<file path="config.mk">
export PLATFORM = sky130hd
export DESIGN_NAME = alu_op_encoder
export DESIGN_NICKNAME = d
export VERILOG_FILES = /design/src/rtl/alu_op_encoder.sv
export SDC_FILE = /design/constraint.sdc
export NUM_CORES = 1
export LEC_CHECK = 0
export BUFFER_PORTS_ARGS = -buffer_cell sky130_fd_sc_hd__buf_2
export CAP_MARGIN = 10
export CORE_ASPECT_RATIO = 0.9
export CORE_MARGIN = 8
export CORE_UTILIZATION = 53
export CTS_CLUSTER_DIAMETER = 200
export DETAILED_ROUTE_END_ITERATION = 7
export GPL_TIMING_DRIVEN = 0
export PLACE_DENSITY = 0.8
export SLEW_MARGIN = 5
export SYNTH_ARGS = -nofsm -noshare
export SYNTH_HDL_FRONTEND = slang
export SYNTH_SLANG_ARGS = --single-unit
</file>
<file path="constraint.sdc">
create_clock -name clk -period 4.5 [get_ports clk]
set_input_delay 0.9 -clock clk [delete_from_list [all_inputs] [get_ports clk]]
set_output_delay 0.9 -clock clk [all_outputs]
set_load 0.01 [all_outputs]
</file>
<file path="src/rtl/alu_op_encoder.sv">
// alu_op_encoder: RV32 R/I-type arithmetic/logic decoder feeding the ALU,
// with a small in-order FIFO that absorbs execute-side stalls.
// Optional M-extension decode (mul/div/rem) is enabled by defining
// the macro ALU_OP_ENCODER_MEXT_EN.
module alu_op_encoder #(
  parameter int OP_W  = 13,
  parameter int DEPTH = 2,
  parameter int CNT_W = 16
) (
  input  logic             clk,
  input  logic             rst,
  input  logic             in_valid,
  output logic             in_ready,
  input  logic [31:0]      in_instr,
  output logic             out_valid,
  input  logic             out_ready,
  output logic [OP_W-1:0]  out_op,
  output logic [4:0]       out_rs1,
  output logic [4:0]       out_rs2,
  output logic [4:0]       out_rd,
  output logic [31:0]      out_imm,
  output logic             out_use_imm,
  output logic             out_illegal,
  output logic [CNT_W-1:0] illegal_cnt
);

  localparam int PTR_W = $clog2(DEPTH);
  localparam int CNT_BW = $clog2(DEPTH + 1);
  localparam logic [CNT_BW-1:0] DEPTH_C = CNT_BW'(DEPTH);

  localparam logic [OP_W-1:0] OP_ADD  = OP_W'(1) << 0;
  localparam logic [OP_W-1:0] OP_SUB  = OP_W'(1) << 1;
  localparam logic [OP_W-1:0] OP_XOR  = OP_W'(1) << 2;
  localparam logic [OP_W-1:0] OP_OR   = OP_W'(1) << 3;
  localparam logic [OP_W-1:0] OP_AND  = OP_W'(1) << 4;
  localparam logic [OP_W-1:0] OP_SLL  = OP_W'(1) << 5;
  localparam logic [OP_W-1:0] OP_SRL  = OP_W'(1) << 6;
  localparam logic [OP_W-1:0] OP_SRA  = OP_W'(1) << 7;
  localparam logic [OP_W-1:0] OP_SLT  = OP_W'(1) << 8;
  localparam logic [OP_W-1:0] OP_SLTU = OP_W'(1) << 9;
`ifdef ALU_OP_ENCODER_MEXT_EN
  localparam logic [OP_W-1:0] OP_MUL  = OP_W'(1) << 10;
  localparam logic [OP_W-1:0] OP_DIV  = OP_W'(1) << 11;
  localparam logic [OP_W-1:0] OP_REM  = OP_W'(1) << 12;
`endif

  typedef struct packed {
    logic [OP_W-1:0] op;
    logic [4:0]      rs1;
    logic [4:0]      rs2;
    logic [4:0]      rd;
    logic [31:0]     imm;
    logic            use_imm;
    logic            illegal;
  } entry_t;

  // Saturating increment: holds at all-ones instead of wrapping.
  function automatic logic [CNT_W-1:0] sat_inc(input logic [CNT_W-1:0] v);
    return (&v) ? v : v + CNT_W'(1);
  endfunction

  logic [6:0]         opcode;
  logic [2:0]         funct3;
  logic [6:0]         funct7;
  logic signed [11:0] imm12_p0;
  logic signed [31:0] imm_i_p0;
  logic [OP_W-1:0]    op_p0;
  logic               itype_p0;
  logic               shift_p0;
  logic               legal_p0;
  entry_t             dec_p0;

  assign opcode   = in_instr[6:0];
  assign funct3   = in_instr[14:12];
  assign funct7   = in_instr[31:25];
  assign imm12_p0 = in_instr[31:20];
  assign imm_i_p0 = 32'(imm12_p0);

  // Stage p0: combinational op decode from the raw instruction word.
  always_comb begin
    op_p0    = '0;
    itype_p0 = 1'b0;
    shift_p0 = 1'b0;
    if (opcode == 7'b0110011) begin
      case (funct7)
        7'b0000000: begin
          case (funct3)
            3'b000:  op_p0 = OP_ADD;
            3'b001:  op_p0 = OP_SLL;
            3'b010:  op_p0 = OP_SLT;
            3'b011:  op_p0 = OP_SLTU;
            3'b100:  op_p0 = OP_XOR;
            3'b101:  op_p0 = OP_SRL;
            3'b110:  op_p0 = OP_OR;
            default: op_p0 = OP_AND;
          endcase
        end
        7'b0100000: begin
          if (funct3 == 3'b000)      op_p0 = OP_SUB;
          else if (funct3 == 3'b101) op_p0 = OP_SRA;
        end
`ifdef ALU_OP_ENCODER_MEXT_EN
        7'b0000001: begin
          case (funct3)
            3'b000:  op_p0 = OP_MUL;
            3'b100:  op_p0 = OP_DIV;
            3'b110:  op_p0 = OP_REM;
            default: op_p0 = '0;
          endcase
        end
`endif
        default: op_p0 = '0;
      endcase
    end else if (opcode == 7'b0010011) begin
      itype_p0 = 1'b1;
      case (funct3)
        3'b000: op_p0 = OP_ADD;
        3'b010: op_p0 = OP_SLT;
        3'b011: op_p0 = OP_SLTU;
        3'b100: op_p0 = OP_XOR;
        3'b110: op_p0 = OP_OR;
        3'b111: op_p0 = OP_AND;
        3'b001: begin
          shift_p0 = 1'b1;
          if (funct7 == 7'b0000000) op_p0 = OP_SLL;
        end
        default: begin
          shift_p0 = 1'b1;
          if (funct7 == 7'b0000000)      op_p0 = OP_SRL;
          else if (funct7 == 7'b0100000) op_p0 = OP_SRA;
        end
      endcase
    end
  end

  // Assemble the FIFO entry; illegal entries keep raw register fields but no immediate.
  always_comb begin
    legal_p0        = (op_p0 != '0);
    dec_p0.op       = op_p0;
    dec_p0.illegal  = ~legal_p0;
    dec_p0.rs1      = in_instr[19:15];
    dec_p0.rd       = in_instr[11:7];
    dec_p0.rs2      = in_instr[24:20];
    dec_p0.use_imm  = 1'b0;
    dec_p0.imm      = '0;
    if (legal_p0 && itype_p0) begin
      dec_p0.rs2     = '0;
      dec_p0.use_imm = 1'b1;
      dec_p0.imm     = shift_p0 ? {27'b0, in_instr[24:20]} : $unsigned(imm_i_p0);
    end
  end

  // Stage p1: FIFO storage and head presentation.
  entry_t            mem_p1 [DEPTH];
  logic [PTR_W-1:0]  wr_ptr;
  logic [PTR_W-1:0]  rd_ptr;
  logic [CNT_BW-1:0] count;
  logic              vld_p1;
  logic              push;
  logic              pop;
  entry_t            head_p1;

  assign vld_p1   = (count != '0);
  assign in_ready = (count < DEPTH_C);
  assign push     = in_valid & in_ready;
  assign pop      = vld_p1 & out_ready;
  assign head_p1  = mem_p1[rd_ptr];

  // Control state: pointers, occupancy and the illegal counter.
  always_ff @(posedge clk) begin
    if (rst) begin
      wr_ptr      <= '0;
      rd_ptr      <= '0;
      count       <= '0;
      illegal_cnt <= '0;
    end else begin
      if (push) wr_ptr <= wr_ptr + 1'b1;
      if (pop)  rd_ptr <= rd_ptr + 1'b1;
      if (push && !pop)      count <= count + 1'b1;
      else if (!push && pop) count <= count - 1'b1;
      if (push && dec_p0.illegal) illegal_cnt <= sat_inc(illegal_cnt);
    end
  end

  // Entry payload is written at push only; unread slots need no reset.
  always_ff @(posedge clk) begin
    if (push) mem_p1[wr_ptr] <= dec_p0;
  end

  assign out_valid   = vld_p1;
  assign out_op      = vld_p1 ? head_p1.op      : '0;
  assign out_rs1     = vld_p1 ? head_p1.rs1     : '0;
  assign out_rs2     = vld_p1 ? head_p1.rs2     : '0;
  assign out_rd      = vld_p1 ? head_p1.rd      : '0;
  assign out_imm     = vld_p1 ? head_p1.imm     : '0;
  assign out_use_imm = vld_p1 ? head_p1.use_imm : 1'b0;
  assign out_illegal = vld_p1 ? head_p1.illegal : 1'b0;

endmodule

</file>
# Yosys cells after proc, flatten, opt, wreduce, memory -nomap -nowiden
# Memory sizes are Yosys's and may differ from the RTL's. A register that Yosys moved wholly into a read port is not among the register bits.
# Index checks and enable logic that the tools add are counted.
# totals
mem_bits_rw,124
memories,1
regBits,20
in_bits,36
# op_classes
bitwise_logic,4
n_reduce_logical,14
muxes,31
n_lt_le_gt_ge,1
add_sub_neg,5
eq_ne,10
# memory_table
name,words,word_bits,read_ports,rd_ports_with_merged_regs,write_ports,line_no,rtl
mem_p1,2,62,1,1,1,154,entry_t mem_p1 [DEPTH];
# op_table
cell,count
case mux 10 bit (7 select lines),2
two-way mux 32 bit,2
two-way mux 33 bit,1
two-way mux 8 bit,4
two-way mux 13 bit,2
case mux 13 bit (2 select lines),1
two-way mux 5 bit,4
"adder 16 x 1 -> 16 bit, second input constant",1
AND reduction 16 bit,1
"== test 7 x 6 -> 1 bit, second input constant",2
nonzero test 13 bit,1
"== test 3 bit, second input constant",4
two-way mux 1 bit,11
two-way mux 10 bit,1
"== test 7 x 5 -> 1 bit, second input constant",1
logical NOT 7 bit,1
"== test 3 x 2 -> 1 bit, second input constant",2
two-way mux 6 bit,1
OR reduction 6 bit,1
logical AND 1 bit,4
two-way mux 2 bit,2
nonzero test 2 bit,2
"== test 3 x 1 -> 1 bit, second input constant",1
logical NOT 3 bit,1
8 further kinds,12

# Depth between registers and ports, before layout
# logic_depth
depth_word,10
mapped_depth,8

# Worst setup path after synthesis
# Ideal clock, no wire load.
# synth_path
kind,input to register
start,in in_valid
end,mem mem_p1[0][0] (netlist name) (enable)
required_time_ns,4.060
arrival_ns,3.067
path_slack_ns,0.993
setup_ns,0.440
path_stages,2
path_buffers,0
path_cell_list,nor2b_1 > nor2b_1
# synth_between
elab_chain_cells,3
# synth_lines
element,line_no,rtl
start: declaration,12,"input logic in_valid,"
bitwise AND 1 bit,165,assign push = in_valid & in_ready;
two-way mux 1 bit,187,if (push) mem_p1[wr_ptr] <= dec_p0;
two-way mux 1 bit (not written as such),187,
end: declaration,154,
# No other way between the ends.

==> flow_summary.ini <==
[timing]
finClkSkew_ps = 14.0
fin_ws_ps = 949
fin_crit_sh_pct = 78.9
hold_ws_ps = 506
worstMarginPinSlew_ps = 740
fmax_mhz = 282
drv_slew = 0
slew_headroom_pct = 50.2
rsz0062_at_grt = no
period_minus_slack_ps = 3550
setup_viol = 0
final.setup.tns_ps = 0
hold_viol = 0

[grt]
track_usage_pct = 16.2
grt_pass1_vias = 3230
grt_first_pass_wirelength_um = 15400
grt_start_max_net_pins = 30
overflow = 0
antenna_found_initial = 0

[detailed_routing]
vias = 3236
routed_via_density = 5.23
wirelength_um = 9590
drc = 0
wire_per_inst_um = 15.5
postRouteAntennaNets = 0
first_pass_iters = 4
drt_iter0_drc = 146

[layout]
nFillCells = 672
drive_gt1_share_pct = 33.8
syn_to_final_growth_pct = 21.4
fin_nets = 533
final_cells = 619
diodes = 0

[clock_network]
numCtsBuffers = 9
htree_levels = 3
clk_root_buffer_cell = clkbuf_8
cts.sinks = 99
holdBufCountCts = 0
clk_pin_slew_worst_paths_ps = 90
cts_setup_buffers = 0
cts_tree = built
cts-resized-gates = 0
clock_latency_ps = 370
clockBufferDepth = 2

[synth]
synthXorXnorAreaFrac_pct = 0.773
synth-seq-area-share_pct = 61.0
synthSimpleGateAreaFrac_pct = 16.9
synth-adder-area-share_pct = 0.552
synthCells = 367
async_flop_share_pct = 0
synth.cell_area_um2 = 4530
yosysWarningCount = 0
synth_top_family_by_area = simple AND/OR/NAND/NOR gates
yosysTopAreaCellShare_pct = 51.7
synth_area_per_cell_um2 = 12.3
synth-seq-cells = 99
ys_types = 46
synth_edf_count = 78
synth_mux_area_share_pct = 9.50
netlist_top_cells_area = edfxtp_1 (52%), dfxtp_1 (9.3%), mux2i_1 (8.8%)
ys.flop_type = edfxtp_1
synth_largest_area_cell = edfxtp_1
synth_compound_area_share_pct = 4.83

[pwr]
power_density_nw_per_um2 = 509
vdd_drop_max_uv = 271
p_leak_nw = 2.18

[job]
drv_cap = 0

[setup_path]
end_kind = output pin
cp-start-kind = flip-flop
worstPathArrival_ps = 2650
crit_required_ps = 3600
crit_fanout = 17
path_class = flip-flop to output pin

[placement]
dpl.hpwl_um = 7100
numPortBuffers = 112
pre_cts_slack_ps = 825
placed_cells = 602
gp_congestion = 0.813

[die]
die_area_um2 = 11800
die-width_um = 113
core_region_area_um2 = 8450
start_util_pct = 53.6
ioPinCount = 116
die_y_um = 104
rows = 32

[hold_path]
min_path_type = flip-flop to flip-flop

[outcome]
status = complete, no violations
[layer usage]
metal,share of wire (%),global-route usage [%]
met1,41,18.0
met2,49,27.5
met3,8.0,6.79
met4,1.6,5.13
met5,0,0
[critical path, cell delays in order (launching register included)]
cell and delay (ps):
dfxtp_1 310, clkbuf_1 160, clkbuf_1 560, buf_2 420, mux2i_1 120, nor2_1 280
buf_6 210, buf_4 110, buf_2 120
[flip-flops by register name (all words and copies together), names as in the netlist, named ones only]
signal / count
illegal_cnt: 16
count: 2
mem_p1: 78
rd_ptr: 1
wr_ptr: 1
[report_power, final]
group	switching, mW	internal, mW
logic	0.624	0.470
registers	0.0403	1.13
clock network	0.323	0.213
total	0.987	1.81
[metrics by stage]
stage,util [%],total power [mW],cell area (um2)
2_1_floorplan,-,1.88,4540
3_3_place_gp,62.1,2.26,5250
3_5_place_dp,62.7,2.30,5300
4_1_cts,65.0,2.83,5490
5_1_grt,65.1,2.97,5500
6_report,65.1,2.80,5500
[layout make-up]
cell class	instances	area [um2]	area share (%)
inverter	4	15.0	0.273
tap	119	149	2.71
buffer	40	277	5.03
multi-input combinational	226	1490	27.2
clock inverter	7	67.6	1.23
clock buffer	9	124	2.25
sequential	99	2760	50.2
timing repair buffer	115	612	11.1
[synth_stat cells (all sizes together), types with 2 or more instances]
cell,count
nand3,6
nor2,57
clkbuf,10
inv,4
and2,13
or4b,2
nand2b,6
a21oi,14
dfxtp,21
and3,4
o31ai,10
nand2,13
or4,10
nor4,2
nor3,4
nand3b,3
buf,30
or3,2
xor2,3
ha,2
mux2,2
o21ai,3
mux2i,40
nor2b,9
nor4b,3
nand4,5
edfxtp,78
[cells by family after synthesis]
logic type / count (synthesis)
AOI/OAI and AO/OA: 32
muxes: 42
xor gates and xnor gates: 4
buffers and inverters: 44
other: 1
adders and majority gates: 2
DFF: 99
and+or+nand+nor: 143
[worst paths after layout]
path	cells after the start	slack, ps	start	to
max	8	950	flip-flop	out_imm[13]
min	2	510	illegal_cnt[15]	illegal_cnt[15]
max reg2reg	8	2240	illegal_cnt[0]	illegal_cnt[13]
min reg2reg	2	510	illegal_cnt[15]	illegal_cnt[15]
[cell usage in the layout (no fill, tap or decap), types with 4 or more instances in the layout]
master,count
buf_2,113
edfxtp_1,78
nor2_1,56
mux2i_1,40
buf_4,25
dfxtp_1,21
a21oi_1,14
nand2_1,13
and2_1,12
clkbuf_1,10
o31ai_1,10
or4_1,10
clkbuf_8,9
nor2b_1,8
nand3_1,6
nand2b_1,6
nand4_1,5
inv_1,4
nor3_1,4
Power figures use the tool's default switching activity.
